$ cat src/rtl/btn_pkg.sv
// Shared types for the push-button conditioner: channel states and button indices.
// Pure declarations, no logic; imported by the channel and the top.
package btn_pkg;

    typedef enum logic [1:0] {
        IDLE        = 2'd0,
        PRESS_CHK   = 2'd1,
        HELD        = 2'd2,
        RELEASE_CHK = 2'd3
    } chanState_t;

    localparam int BTN_C   = 0;
    localparam int BTN_L   = 1;
    localparam int BTN_R   = 2;
    localparam int BTN_U   = 3;
    localparam int BTN_D   = 4;
    localparam int NUM_BTN = 5;

    function automatic int maxInt(input int a, input int b);
        return (a > b) ? a : b;
    endfunction

endpackage

$ cat src/rtl/btn_debounce_channel.sv
// One button: 2-flop synchronizer, debounce FSM, optional auto-repeat (BTN_AUTOREPEAT_EN).
// Latency: raw level stable from cycle t changes debounced at t+2+DEBOUNCE_CYCLES.
// Backpressure: none; press is a registered one-cycle pulse.
module btn_debounce_channel
    import btn_pkg::*;
#(
    parameter int DEBOUNCE_CYCLES = 1000000,
    parameter int REPEAT_DELAY    = 50000000,
    parameter int REPEAT_RATE     = 10000000,
    parameter bit REPEAT_EN       = 1'b0
) (
    input  logic clk,
    input  logic reset,
    input  logic rawBtn,
    output logic debounced,
    output logic press
);

    localparam int CW = $clog2(DEBOUNCE_CYCLES + 1);
    localparam logic [CW-1:0] CNT_LAST = CW'(DEBOUNCE_CYCLES - 1);

    if (DEBOUNCE_CYCLES < 1 || (REPEAT_EN && (REPEAT_DELAY < 1 || REPEAT_RATE < 1))) begin : gBadCfg
        $error("btn_debounce_channel: cycle counts must be at least 1");
    end

    logic          sync1;
    logic          syncBtn;
    chanState_t    state;
    logic [CW-1:0] cnt;

`ifdef BTN_AUTOREPEAT_EN
    localparam int RW = $clog2(maxInt(REPEAT_DELAY, REPEAT_RATE) + 1);
    localparam logic [RW-1:0] DELAY_LAST = RW'(REPEAT_DELAY - 1);
    localparam logic [RW-1:0] RATE_LAST  = RW'(REPEAT_RATE - 1);

    logic [RW-1:0] repCnt;
    logic          repFirstDone;
`endif

    // cnt holds the number of further agreeing cycles seen since entering a CHK state;
    // the cycle that caused the entry counts as the first one.
    always_ff @(posedge clk or negedge reset) begin
        if (!reset) begin
            sync1        <= 1'b0;
            syncBtn      <= 1'b0;
            state        <= IDLE;
            cnt          <= '0;
            debounced    <= 1'b0;
            press        <= 1'b0;
`ifdef BTN_AUTOREPEAT_EN
            repCnt       <= '0;
            repFirstDone <= 1'b0;
`endif
        end else begin
            sync1   <= rawBtn;
            syncBtn <= sync1;
            press   <= 1'b0;
            case (state)
                IDLE: begin
                    if (syncBtn) begin
                        state <= PRESS_CHK;
                        cnt   <= '0;
                    end
                end
                PRESS_CHK: begin
                    if (!syncBtn) begin
                        state <= IDLE;
                        cnt   <= '0;
                    end else if (cnt == CNT_LAST) begin
                        state     <= HELD;
                        cnt       <= '0;
                        debounced <= 1'b1;
                        press     <= 1'b1;
`ifdef BTN_AUTOREPEAT_EN
                        repCnt       <= '0;
                        repFirstDone <= 1'b0;
`endif
                    end else begin
                        cnt <= cnt + 1'b1;
                    end
                end
                HELD: begin
                    if (!syncBtn) begin
                        state <= RELEASE_CHK;
                        cnt   <= '0;
                    end
`ifdef BTN_AUTOREPEAT_EN
                    else if (REPEAT_EN) begin
                        if (repCnt == (repFirstDone ? RATE_LAST : DELAY_LAST)) begin
                            press        <= 1'b1;
                            repCnt       <= '0;
                            repFirstDone <= 1'b1;
                        end else begin
                            repCnt <= repCnt + 1'b1;
                        end
                    end
`endif
                end
                RELEASE_CHK: begin
                    if (syncBtn) begin
                        state <= HELD;
                        cnt   <= '0;
`ifdef BTN_AUTOREPEAT_EN
                        repCnt       <= '0;
                        repFirstDone <= 1'b0;
`endif
                    end else if (cnt == CNT_LAST) begin
                        state     <= IDLE;
                        cnt       <= '0;
                        debounced <= 1'b0;
                    end else begin
                        cnt <= cnt + 1'b1;
                    end
                end
                default: begin
                    state <= IDLE;
                    cnt   <= '0;
                end
            endcase
        end
    end

endmodule

$ cat src/rtl/button_conditioner.sv
// Five-button debouncer with press pulses; auto-repeat on L/R/U/D under BTN_AUTOREPEAT_EN.
// Latency: DEBOUNCE_CYCLES+2 from a stable raw level to debounced level and press pulse.
// Backpressure: none; outputs are registered levels and one-cycle pulses.
module button_conditioner
    import btn_pkg::*;
#(
    parameter int DEBOUNCE_CYCLES = 1000000,
    parameter int REPEAT_DELAY    = 50000000,
    parameter int REPEAT_RATE     = 10000000
) (
    input  logic       clk,
    input  logic       reset,
    input  logic       btnC,
    input  logic       btnL,
    input  logic       btnR,
    input  logic       btnU,
    input  logic       btnD,
    output logic       btnC_debounced,
    output logic       btnL_debounced,
    output logic       btnR_debounced,
    output logic       btnU_debounced,
    output logic       btnD_debounced,
    output logic [4:0] btn_press
);

    logic [NUM_BTN-1:0] rawBtn;
    logic [NUM_BTN-1:0] debounced;

    assign rawBtn[BTN_C] = btnC;
    assign rawBtn[BTN_L] = btnL;
    assign rawBtn[BTN_R] = btnR;
    assign rawBtn[BTN_U] = btnU;
    assign rawBtn[BTN_D] = btnD;

    // The centre button is a select key and never auto-repeats.
    for (genvar i = 0; i < NUM_BTN; i++) begin : gChan
        btn_debounce_channel #(
            .DEBOUNCE_CYCLES (DEBOUNCE_CYCLES),
            .REPEAT_DELAY    (REPEAT_DELAY),
            .REPEAT_RATE     (REPEAT_RATE),
            .REPEAT_EN       (i != BTN_C)
        ) uChan (
            .clk       (clk),
            .reset     (reset),
            .rawBtn    (rawBtn[i]),
            .debounced (debounced[i]),
            .press     (btn_press[i])
        );
    end

    assign btnC_debounced = debounced[BTN_C];
    assign btnL_debounced = debounced[BTN_L];
    assign btnR_debounced = debounced[BTN_R];
    assign btnU_debounced = debounced[BTN_U];
    assign btnD_debounced = debounced[BTN_D];

endmodule

$ cat config.mk
export PLATFORM = sky130hd
export DESIGN_NAME = button_conditioner
export DESIGN_NICKNAME = d
export VERILOG_FILES = /design/src/rtl/btn_pkg.sv /design/src/rtl/btn_debounce_channel.sv /design/src/rtl/button_conditioner.sv
export SDC_FILE = /design/constraint.sdc
export NUM_CORES = 1
export LEC_CHECK = 0
export CAP_MARGIN = 20
export CELL_PAD_IN_SITES_DETAIL_PLACEMENT = 1
export CELL_PAD_IN_SITES_GLOBAL_PLACEMENT = 1
export CORE_ASPECT_RATIO = 1.2
export CORE_UTILIZATION = 45
export CTS_BUF_LIST = sky130_fd_sc_hd__clkbuf_4 sky130_fd_sc_hd__clkbuf_8
export CTS_CLUSTER_SIZE = 8
export DETAILED_ROUTE_END_ITERATION = 8
export GPL_ROUTABILITY_DRIVEN = 0
export PLACE_DENSITY_LB_ADDON = 0.1
export SLEW_MARGIN = 20
export SYNTH_ARGS = -nofsm -noshare
export SYNTH_HDL_FRONTEND = slang
export SYNTH_SLANG_ARGS = --single-unit
$ cat constraint.sdc
create_clock -name clk -period 2.6 [get_ports clk]
set_clock_uncertainty 0.1 [all_clocks]
set_input_delay 0.39 -clock clk [delete_from_list [all_inputs] [get_ports clk]]
set_output_delay 0.39 -clock clk [all_outputs]
set_load 0.02 [all_outputs]
==> results of run 1 <==
worst max-delay path: cells and delay by family, from the launching register on:
kind                   cells  cell delay (ns)
and+or+nand+nor            3             1.10
DFF                        1             0.43
buffers and inverters      1             0.25
AOI/OAI and AO/OA          2             0.35
per-stage QoR:
stage	hold slack, ns	power, mW	area [sq um]	setup WS, ns	util [%]
after global placement	0.235	2.39	7190	0.319	48.3
after floorplan	-0.00559	2.30	6840	0.499	-
after detailed placement	0.239	2.41	7190	0.252	48.3
after global routing	0.270	4.17	7560	0.121	50.8
final	0.253	3.97	7560	0.247	50.8
after CTS	0.256	4.04	7560	0.230	50.8
worst paths after layout:
path                       slack, ns                      to  depth (start not counted)
min in group asynchronous       0.34    gChan[2].uChan.press                          2
max in group asynchronous       1.27   gChan[3].uChan.cnt[2]                          3
hold / removal                  0.25  gChan[0].uChan.syncBtn                          0
setup / recovery                0.25  gChan[4].uChan.cnt[13]                          6
setup reg to reg                0.25  gChan[4].uChan.cnt[13]                          6
hold reg to reg                 0.25  gChan[0].uChan.syncBtn                          0
layout by cell type, fill, tap and decap left out, drive strengths merged, types with 3 or more instances in the layout:
cell type | Yosys | routed
a21o | 3 | 3
a21oi | 70 | 70
a22o | 7 | 7
a31oi | 71 | 71
a41oi | 15 | 15
and2 | 8 | 8
and3 | 16 | 16
and4 | 5 | 5
buf | 23 | 20
clkbuf | 13 | 21
clkdlybuf4s50 | 0 | 15
clkinv | 0 | 7
clkinvlp | 0 | 3
dfrtp | 130 | 130
ha | 5 | 5
inv | 14 | 14
mux2 | 7 | 7
mux2i | 7 | 7
nand2 | 80 | 80
nand2b | 15 | 15
nand3 | 57 | 57
nand4 | 24 | 24
nor2 | 46 | 46
nor3 | 12 | 12
nor3b | 4 | 4
nor4 | 14 | 14
o211ai | 3 | 3
o21ai | 33 | 33
o2bb2ai | 5 | 5
or2 | 4 | 4
or2b | 3 | 3
or3b | 3 | 3
or4 | 4 | 4
xnor2 | 3 | 3
xor2 | 5 | 5
report_power, final:
group          internal, mW  switching [mW]  leakage [nW]  total (mW)
clock network         0.813           0.789         0.188        1.60
registers              2.07          0.0628          1.77        2.13
logic                0.0803           0.161          1.08       0.241
total                  2.96            1.01          3.04        3.97
sequential cells by signal, summed over array words and instances, names as in the netlist, named ones only:
register and flops:
gChan.uChan.cnt 100, gChan.uChan.state 5, gChan.uChan.press 5, gChan.uChan.debounced 5, gChan.uChan.sync1 5, gChan.uChan.syncBtn 5
kinds of logic after synthesis:
| logic type | count (synthesis) | share of synthesized area (%) |
|---|---|---|
| AO/OA/AOI/OAI | 217 | 19.6 |
| flip-flops | 130 | 47.5 |
| buffers and inverters | 50 | 4.13 |
| adder cells (fa/ha/maj) | 5 | 0.914 |
| multiplexers | 14 | 2.18 |
| XOR/XNOR | 8 | 1.02 |
| AND/OR/NAND/NOR | 308 | 24.6 |
layer usage:
layer	part of all wire (%)	GRT usage, %
met1	44	28.7
met2	53	40.1
met3	1.7	3.81
met4	1.4	9.24
met5	0	0
final cells by class:
type / count / area, sq um
tap: 204 / 255
fill: 1723 / 7330
clock inverter: 11 / 87.6
sequential: 130 / 3250
inverter: 14 / 52.6
clock buffer: 21 / 277
timing repair buffer: 36 / 327
multi-input combinational: 552 / 3310
==> impl_metrics.csv, run 1 <==
group,metric,value,unit
sta,setup_violations,0,
synthesis,syn_area_per_cell,9.35,sq um
floorplanning,dieHeight,137,um
critical_path,slowest_stage,"or4_1",
synthesis,yosysTopAreaCellShare,47.5,%
floorplanning,die_x,115,um
critical_path,crit_type,"reg -> reg",
routing,dr_total_vias,5798,
floorplanning,die-area,15700,sq um
sta,rsz0062_at_grt,"no",
clock_network,cts_buffers,17,
power_and_ir_drop,power.static_leakage,3.04,nW
synthesis,synth_common_cells,"dfrtp_1, nand2_1, a31oi_1",
cells_and_area,drive_gt1_share,11.3,%
clock_network,htree_levels,4,
synthesis,ys_seq_area_share,47.5,%
routing,routed_wl,16600,um
synthesis,synth_warnings,0,
clock_network,worstSkewPairLatency,0.44,ns
grt,grt_pass1_wl,28800,um
sta,tns,0,ns
cells_and_area,diodes,0,
cells_and_area,synthToLayoutAreaGrowth,10.6,%
sta,worst_slew_pin_slew,0.769,ns
sta,layout_min_cycle_time,2.35,ns
sta,hold_viol,0,
synthesis,synth_seq_cells,130,
clock_network,clk_root_buffer_cell,"clkbuf_8",
placed_design,post-dp-hpwl,11500,um
sta,fmax,0.425,GHz
synthesis,yosysMostFrequentCell,"dfrtp_1",
floorplanning,core_region_area,14900,sq um
routing,drtPass1Iterations,4,
routing,drt-initial-drc-count,244,
placed_design,io_buffers,16,
routing,drc,0,
grt,first_global_vias,5975,
critical_path,start_kind,"register",
critical_path,worst-path-max-fanout,36,
grt,grt_usage,23.1,%
cells_and_area,fin_cells,968,
critical_path,crit_arrival,2.58,ns
synthesis,synth_nets,744,
sta,max_slew_margin,48.6,%
worst_hold_path,min_from,"gChan[0].uChan.sync1",
sta,slew_viol_final,0,
routing,final_antenna_net_count,0,
sta,period_share,90.5,%
clock_network,cts_tree,"yes",
critical_path,worstPathCellList,"or4_1 -> nor4_4 -> a21oi_2 -> buf_4 -> and3_1 -> a221o_1",
clock_network,hold_buffers,1,
critical_path,critPathLaunch,"gChan[4].uChan.cnt[12]",
critical_path,r2r_start,"gChan[4].uChan.cnt[12]",
run,cap_violations,0,
cells_and_area,layout.nets,763,
power_and_ir_drop,power_density,525,nW/um^2
routing,viasPerCell,5.99,
critical_path,crit_required,2.82,ns
grt,overflow,0,
synthesis,synthFlopType,"dfrtp_1",
floorplanning,ioPinCount,17,
grt,grt_max_degree,59,
critical_path,endpoint_kind,"register",
clock_network,clock-sinks,130,
synthesis,yosysTopAreaCell,"dfrtp_1",
synthesis,synth_cell_type_count,65,
synthesis,synth_top_cells_by_area,"dfrtp_1, a31oi_1, a21oi_1",
clock_network,cts_setup_buffers,0,
power_and_ir_drop,ir_drop,0.379,mV
critical_path,slowest_delay,0.60,ns
clock_network,postCtsResizedCells,0,
clock_network,clock_path_buffers,2,
placed_design,dp_cells,935,
synthesis,syn_inst,732,
worst_hold_path,hp-class,"reg -> reg",
synthesis,synthArstFlopShare,100,%
floorplanning,rows,49,
clock_network,path_clk_slew,0.08,ns
synthesis,syn_area,6840,sq um
run_status,status,"complete, no violations",
routing,wl_per_cell,17.2,um
grt,antenna_found_initial,0,
floorplanning,initial_utilization,45.9,%
synthesis,synth-edff-count,0,
Note: power is estimated with default switching activity, not from simulation.
==> run 2, diff against run 1 <==
--- a/config.mk
+++ b/config.mk
@@ -8,7 +8,6 @@
 export CAP_MARGIN = 20
 export CELL_PAD_IN_SITES_DETAIL_PLACEMENT = 1
 export CELL_PAD_IN_SITES_GLOBAL_PLACEMENT = 1
-export CORE_ASPECT_RATIO = 1.2
 export CORE_UTILIZATION = 45
 export CTS_BUF_LIST = sky130_fd_sc_hd__clkbuf_4 sky130_fd_sc_hd__clkbuf_8
 export CTS_CLUSTER_SIZE = 8
@@ -18,4 +17,5 @@
 export SLEW_MARGIN = 20
 export SYNTH_ARGS = -nofsm -noshare
 export SYNTH_HDL_FRONTEND = slang
+export SYNTH_HIERARCHICAL = 1
 export SYNTH_SLANG_ARGS = --single-unit
==> run 2 against run 1 <==
Effect of this change:
- critical path depth unchanged
- worst setup slack lost 0.021 ns
- largest power group unchanged
- design area down 1.2%
- non-clock buffer count shrank 15
- global-route usage down 1.1 points
- sequential power is 14% higher
- combinational power grew to 6.9 times the previous value
- clock power rose by 21%
==> impl_metrics.csv, run 2 <==
group,metric,value,unit
critical_path,worstPathCellList,"ha_1 -> nand4_4 -> or4_4 -> o211a_4 -> a21o_1 -> a22o_1",
critical_path,worstSetupEndpoint,"gChan[3].uChan/cnt[3]",
sta,fmax,0.421,GHz
synthesis,ys_seq_area_share,48.2,%
routing,viasPerCell,6.03,
floorplanning,ioPinCount,17,
synthesis,syn_area_per_cell,9.71,sq um
routing,routed_wl,16100,um
cells_and_area,largest_reg_flops,100,
critical_path,worst-path-max-fanout,26,
worst_hold_path,hp-class,"reg -> reg",
sta,period_share,91.3,%
floorplanning,initial_utilization,46.3,%
floorplanning,dieHeight,124,um
sta,slew_viol_final,0,
synthesis,synth_top_cells_by_area,"dfrtp_1, a31oi_1, nand2_1",
synthesis,synthArstFlopShare,100,%
sta,rsz0062_at_grt,"no",
cells_and_area,seqCellArea,3250,sq um
power_and_ir_drop,power_density,805,nW/um^2
synthesis,synth-edff-count,0,
placed_design,dp_cells,877,
critical_path,endpoint_kind,"register",
clock_network,path_clk_slew,0.08,ns
critical_path,crit_required,2.84,ns
critical_path,start_kind,"register",
clock_network,cts_buffers,17,
cells_and_area,drive_gt1_share,8.83,%
sta,setup_violations,0,
placed_design,post-dp-hpwl,11000,um
clock_network,cts_setup_buffers,0,
run_status,status,"complete, no violations",
synthesis,synth_cell_type_count,48,
critical_path,rrSetupSlack,0.23,ns
routing,final_antenna_net_count,0,
cells_and_area,final_common_cell,"dfrtp_1",
power_and_ir_drop,power.static_leakage,3.05,nW
synthesis,syn_area,6750,sq um
floorplanning,die-area,15500,sq um
grt,overflow,0,
placed_design,io_buffers,16,
grt,use_met1,28.2,%
cells_and_area,multi_input_area,3270,sq um
floorplanning,core_region_area,14600,sq um
sta,max_slew_margin,42.1,%
grt,use_met3,4.60,%
power_and_ir_drop,p_total,6.02,mW
floorplanning,die_x,124,um
grt,busiest_layer,"met2",
cells_and_area,layout.nets,725,
grt,grt_usage,22.1,%
power_and_ir_drop,ir_drop,0.441,mV
synthesis,synth_common_cells,"dfrtp_1, nand2_1, a31oi_1",
grt,antenna_found_initial,0,
synthesis,yosysTopAreaCellShare,48.2,%
critical_path,slowest_stage,"or4_4",
synthesis,synth_seq_cells,130,
routing,drtPass1Iterations,4,
critical_path,worst-path-stages,6,
sta,holdWs,0.250,ns
cells_and_area,final.fill_count,1652,
critical_path,r2r_start,"gChan[3].uChan/cnt[0]",
synthesis,synth_warnings,6,
sta,hold_viol,0,
critical_path,worst-path-buf-inv,0,
critical_path,crit_family,"compound AO/OA/AOI/OAI gates",
clock_network,htree_levels,4,
clock_network,clock_path_buffers,2,
clock_network,cts_tree,"yes",
cells_and_area,layout_common_cells,"dfrtp_1, nand2_1, a31oi_1, o21ai_0, nand3_1",
synthesis,yosysMostFrequentCell,"dfrtp_1",
sta,worst_slew_pin_slew,0.867,ns
routing,dr_total_vias,5477,
grt,met2_usage,37.7,%
critical_path,reg2reg_depth,6,
grt,first_global_vias,5642,
run,cap_violations,0,
clock_network,clk_root_buffer_cell,"clkbuf_8",
synthesis,syn_inst,695,
synthesis,yosysTopAreaCell,"dfrtp_1",
cells_and_area,top_register,"gChan.uChan/cnt",
clock_network,worstSkewPairLatency,0.45,ns
routing,wl_per_cell,17.8,um
critical_path,r2r_end,"gChan[3].uChan/cnt[3]",
routing,drt-initial-drc-count,325,
synthesis,synthFlopType,"dfrtp_1",
clock_network,clock-sinks,130,
critical_path,crit_type,"reg -> reg",
sta,layout_min_cycle_time,2.37,ns
cells_and_area,fin_cells,909,
floorplanning,rows,44,
cells_and_area,diodes,0,
critical_path,slowest_delay,0.57,ns
cells_and_area,synthToLayoutAreaGrowth,10.7,%
grt,grt_max_degree,68,
critical_path,critPathLaunch,"gChan[3].uChan/cnt[0]",
critical_path,crit_arrival,2.61,ns
sta,tns,0,ns
grt,grt_pass1_wl,28000,um
routing,drc,0,
synthesis,synth_nets,707,
## run 2: cell types whose count changed after synthesis, sizes merged, moves of 7 or more
cell   before  now
nor2       46   39
o21ai      33   62
nand3      57   46
nand2      80   73
a21oi      70   45
buf        23   13
xor2        5   17
a21o        3   12
## run 2: cell type report
| type | count | area share (%) |
|---|---|---|
| multi-input combinational | 527 | 43.8 |
| inverter | 16 | 0.803 |
| timing repair buffer | 21 | 2.86 |
| clock inverter | 11 | 2.38 |
| tap | 184 | 3.08 |
| clock buffer | 20 | 3.60 |
| sequential | 130 | 43.5 |
## run 2: how the worst min path moves through the flow
stage,start,endpoint,slack (ns),depth (start not counted)
finish,gChan[2].uChan/sync1,gChan[2].uChan/syncBtn,0.25,0
global route,btnC,gChan[0].uChan/sync1,0.25,1
CTS,btnC,gChan[0].uChan/sync1,0.24,1
detailed placement,gChan[2].uChan/sync1,gChan[2].uChan/syncBtn,0.24,0
global placement,gChan[2].uChan/sync1,gChan[2].uChan/syncBtn,0.23,0
floorplan,reset,asynchronous set/reset pin,-0.006,0
## run 2: layer usage
metal / wire length (um) / vias to the layer above
met1: 7550 / 2785
met3: 283 / 11
met4: 156 / 0
met5: 0 / -
li1: - / 2647
met2: 8150 / 34
## run 2: stage by stage
step	util (%)	instance area [sq um]	setup slack, ns
final	51.2	7470	0.226
after global routing	51.2	7470	0.102
after CTS	51.2	7470	0.240
after detailed placement	48.1	7020	0.248
after global placement	48.1	7020	0.346
after floorplan	-	6750	0.484
## run 2: cells by family (layout without fill, tap and decap cells)
family	count (synthesis)	after routing	synth area share, %
AND/OR/NAND/NOR	268	268	22.3
adder cells (fa/ha/maj)	5	5	0.927
AO/OA/AOI/OAI	224	224	21.2
XOR/XNOR	25	25	3.24
buffers and inverters	38	68	3.37
flip-flops	130	130	48.2
multiplexers	5	5	0.778
## run 2: power by group
| part | switching (mW) | internal, mW |
|---|---|---|
| registers | 0.220 | 2.20 |
| logic | 1.14 | 0.526 |
| clock network | 0.826 | 1.11 |
| total | 2.18 | 3.84 |
## run 2: timing repair
| item | in CTS | in global routing |
|---|---|---|
| hold endpoints to repair | 65 | 0 |
| hold buffers | 1 | 0 |
| endpoints found under the setup margin | 0 | 0 |
| resized for setup | 0 | 0 |
==> run 3, diff against run 2 <==
--- a/config.mk
+++ b/config.mk
@@ -8,7 +8,7 @@
 export CAP_MARGIN = 20
 export CELL_PAD_IN_SITES_DETAIL_PLACEMENT = 1
 export CELL_PAD_IN_SITES_GLOBAL_PLACEMENT = 1
-export CORE_UTILIZATION = 45
+export CORE_UTILIZATION = 40
 export CTS_BUF_LIST = sky130_fd_sc_hd__clkbuf_4 sky130_fd_sc_hd__clkbuf_8
 export CTS_CLUSTER_SIZE = 8
 export DETAILED_ROUTE_END_ITERATION = 8
==> run 3 against run 2 <==
Effect of this change:
- sequential power about the same
- clock-buffer cell count decreased by 1
- sequential share of layout area decreased by 0.66 points
- critical endpoint is now gChan[0].uChan/cnt[12]
- first-iteration DRC count decreased by 5.8%
- die area increased by 12%
- register-to-register slack about the same
- total power increased by 3.6%
- core utilization decreased by 5.3 points
- via count increased by 1.0%
- critical path depth unchanged
- design area increased by 1.5%
==> impl_metrics.csv, run 3 (synthesis results as in run 2) <==
group,metric,value,unit
power_and_ir_drop,switchingPower,2.21,mW
grt,first_global_vias,5719,
cells_and_area,fin_cells,949,
power_and_ir_drop,clockPowerShare,33.5,%
cells_and_area,largest_reg_flops,100,
placed_design,dp_cells,916,
floorplanning,die-area,17400,sq um
routing,dr_total_vias,5532,
sta,tns,0,ns
critical_path,endpoint_kind,"register",
sta,layout_min_cycle_time,2.37,ns
routing,wl_per_cell,17.1,um
clock_network,cts_tree,"yes",
cells_and_area,layout.nets,728,
power_and_ir_drop,ir_drop,0.412,mV
power_and_ir_drop,p_seq_share,38.9,%
floorplanning,rows,47,
sta,max_slew_margin,50.3,%
sta,period_share,91.3,%
clock_network,htree_levels,4,
grt,grt_usage,20.0,%
sta,slew_viol_final,0,
critical_path,crit_type,"reg -> reg",
critical_path,reg2reg_depth,6,
cells_and_area,final_common_cell,"dfrtp_1",
routing,drtPass1Iterations,6,
worst_hold_path,hp-class,"in -> async",
cells_and_area,final.fill_count,1883,
critical_path,crit_arrival,2.60,ns
routing,final_antenna_net_count,0,
cells_and_area,diodes,0,
floorplanning,dieHeight,132,um
power_and_ir_drop,power_density,822,nW/um^2
clock_network,clk_root_buffer_cell,"clkbuf_8",
cells_and_area,seqCellArea,3250,sq um
cells_and_area,synthToLayoutAreaGrowth,12.4,%
sta,rsz0062_at_grt,"no",
critical_path,start_kind,"register",
run,cap_violations,0,
floorplanning,core_region_area,16500,sq um
grt,grt_max_degree,61,
cells_and_area,fin_area,7590,sq um
floorplanning,die_x,132,um
clock_network,path_clk_slew,0.08,ns
cells_and_area,drive_gt1_share,9.33,%
routing,wl_met1,8090,um
critical_path,crit_required,2.83,ns
clock_network,clock-sinks,130,
placed_design,post-dp-hpwl,11100,um
routing,drc,0,
routing,routed_wl,16300,um
critical_path,worst-path-max-fanout,26,
sta,fmax,0.421,GHz
clock_network,worstSkewPairLatency,0.44,ns
cells_and_area,top_register,"gChan.uChan/cnt",
clock_network,cts_buffers,17,
run_status,status,"complete, no violations",
clock_network,clock_path_buffers,2,
sta,worst_slew_pin_slew,0.742,ns
sta,hold_viol,0,
power_and_ir_drop,p_total,6.24,mW
cells_and_area,multi_input_area,3270,sq um
routing,dr_wl_met3,327,um
placed_design,dpl_cell_area,7100,sq um
routing,drt-initial-drc-count,306,
power_and_ir_drop,internal_power,4.03,mW
floorplanning,ioPinCount,17,
grt,antenna_found_initial,0,
routing,highest_layer,"met4",
power_and_ir_drop,switching_share,35.4,%
sta,setup_violations,0,
grt,grt_pass1_wl,28300,um
cells_and_area,layout_common_cells,"dfrtp_1, nand2_1, a31oi_1, o21ai_0, nand3_1",
routing,viasPerCell,5.83,
power_and_ir_drop,power.static_leakage,3.08,nW
floorplanning,initial_utilization,40.9,%
placed_design,io_buffers,16,
routing,wl_met2,7700,um
grt,overflow,0,
power_and_ir_drop,comb_power_share,27.7,%
## run 3: cell count changes in the layout (fill, tap and decap cells not counted)
| cell | before | now |
|---|---|---|
| buf_4 | 3 | 5 |
| bufinv_16 | 4 | 6 |
| clkbuf_8 | 19 | 17 |
| clkinv_4 | 3 | 1 |
| buf_12 | 1 | 2 |
| clkbuf_4 | 1 | 2 |
| clkinv_2 | 0 | 1 |
| clkinvlp_4 | 3 | 4 |
## run 3: per-layer routing
layer / vias to the layer above / global-route usage [%]
li1: 2651 / -
met1: 2814 / 27.0
met2: 57 / 32.5
met3: 10 / 4.38
met4: 0 / 5.23
met5: - / 0
## run 3: final timing paths
kind	startpoint	slack, ns	endpoint
worst min-delay path	reset	0.25	gChan[2].uChan/cnt[15]
min in group clk	gChan[1].uChan/sync1	0.25	gChan[1].uChan/syncBtn
worst max-delay path	gChan[0].uChan/cnt[0]	0.23	gChan[0].uChan/cnt[12]
worst max register to register	gChan[0].uChan/cnt[0]	0.23	gChan[0].uChan/cnt[12]
worst min register to register	gChan[1].uChan/sync1	0.25	gChan[1].uChan/syncBtn
max in group asynchronous	reset	1.57	asynchronous set/reset pin
## run 3: what timing repair did
| item | in CTS | in global routing |
|---|---|---|
| endpoints found under the setup margin | 0 | 0 |
| hold buffers | 1 | 0 |
| resized for setup | 0 | 0 |
| hold endpoints to repair | 119 | 0 |
| setup buffers | 0 | 0 |
## run 3: worst max-delay path, stage by stage, from the launching register on
cell and delay [ns]:
dfrtp_1 0.39, ha_1 0.29, nand4_4 0.17, or4_4 0.58, o211a_4 0.37, a21o_1 0.19, a22o_1 0.17
## run 3: stage by stage
stage | hold WS, ns | setup slack [ns] | utilization, %
2_1_floorplan | -0.00559 | 0.484 | -
6_report | 0.251 | 0.226 | 45.9
4_1_cts | 0.220 | 0.234 | 45.9
5_1_grt | 0.237 | 0.101 | 45.9
3_3_place_gp | 0.144 | 0.318 | 43.0
3_5_place_dp | 0.145 | 0.243 | 43.0
## run 3: layout make-up
type                            count  area share (%)
Clock buffer                       19            3.28
Clock inverter                     13            3.07
Inverter                           16           0.791
Multi-Input combinational cell    527            43.1
Sequential cell                   130            42.9
Tap cell                          220            3.63
Timing Repair Buffer               24            3.28
## run 3: power by group through the flow
stage / clock (mW) / combinational [mW] / sequential (mW)
after floorplan: 0 / 1.44 / 2.36
after global placement: 0 / 1.65 / 2.44
after detailed placement: 0 / 1.73 / 2.46
after CTS: 2.16 / 1.74 / 2.42
after global routing: 2.23 / 1.94 / 2.45
final: 2.09 / 1.72 / 2.42
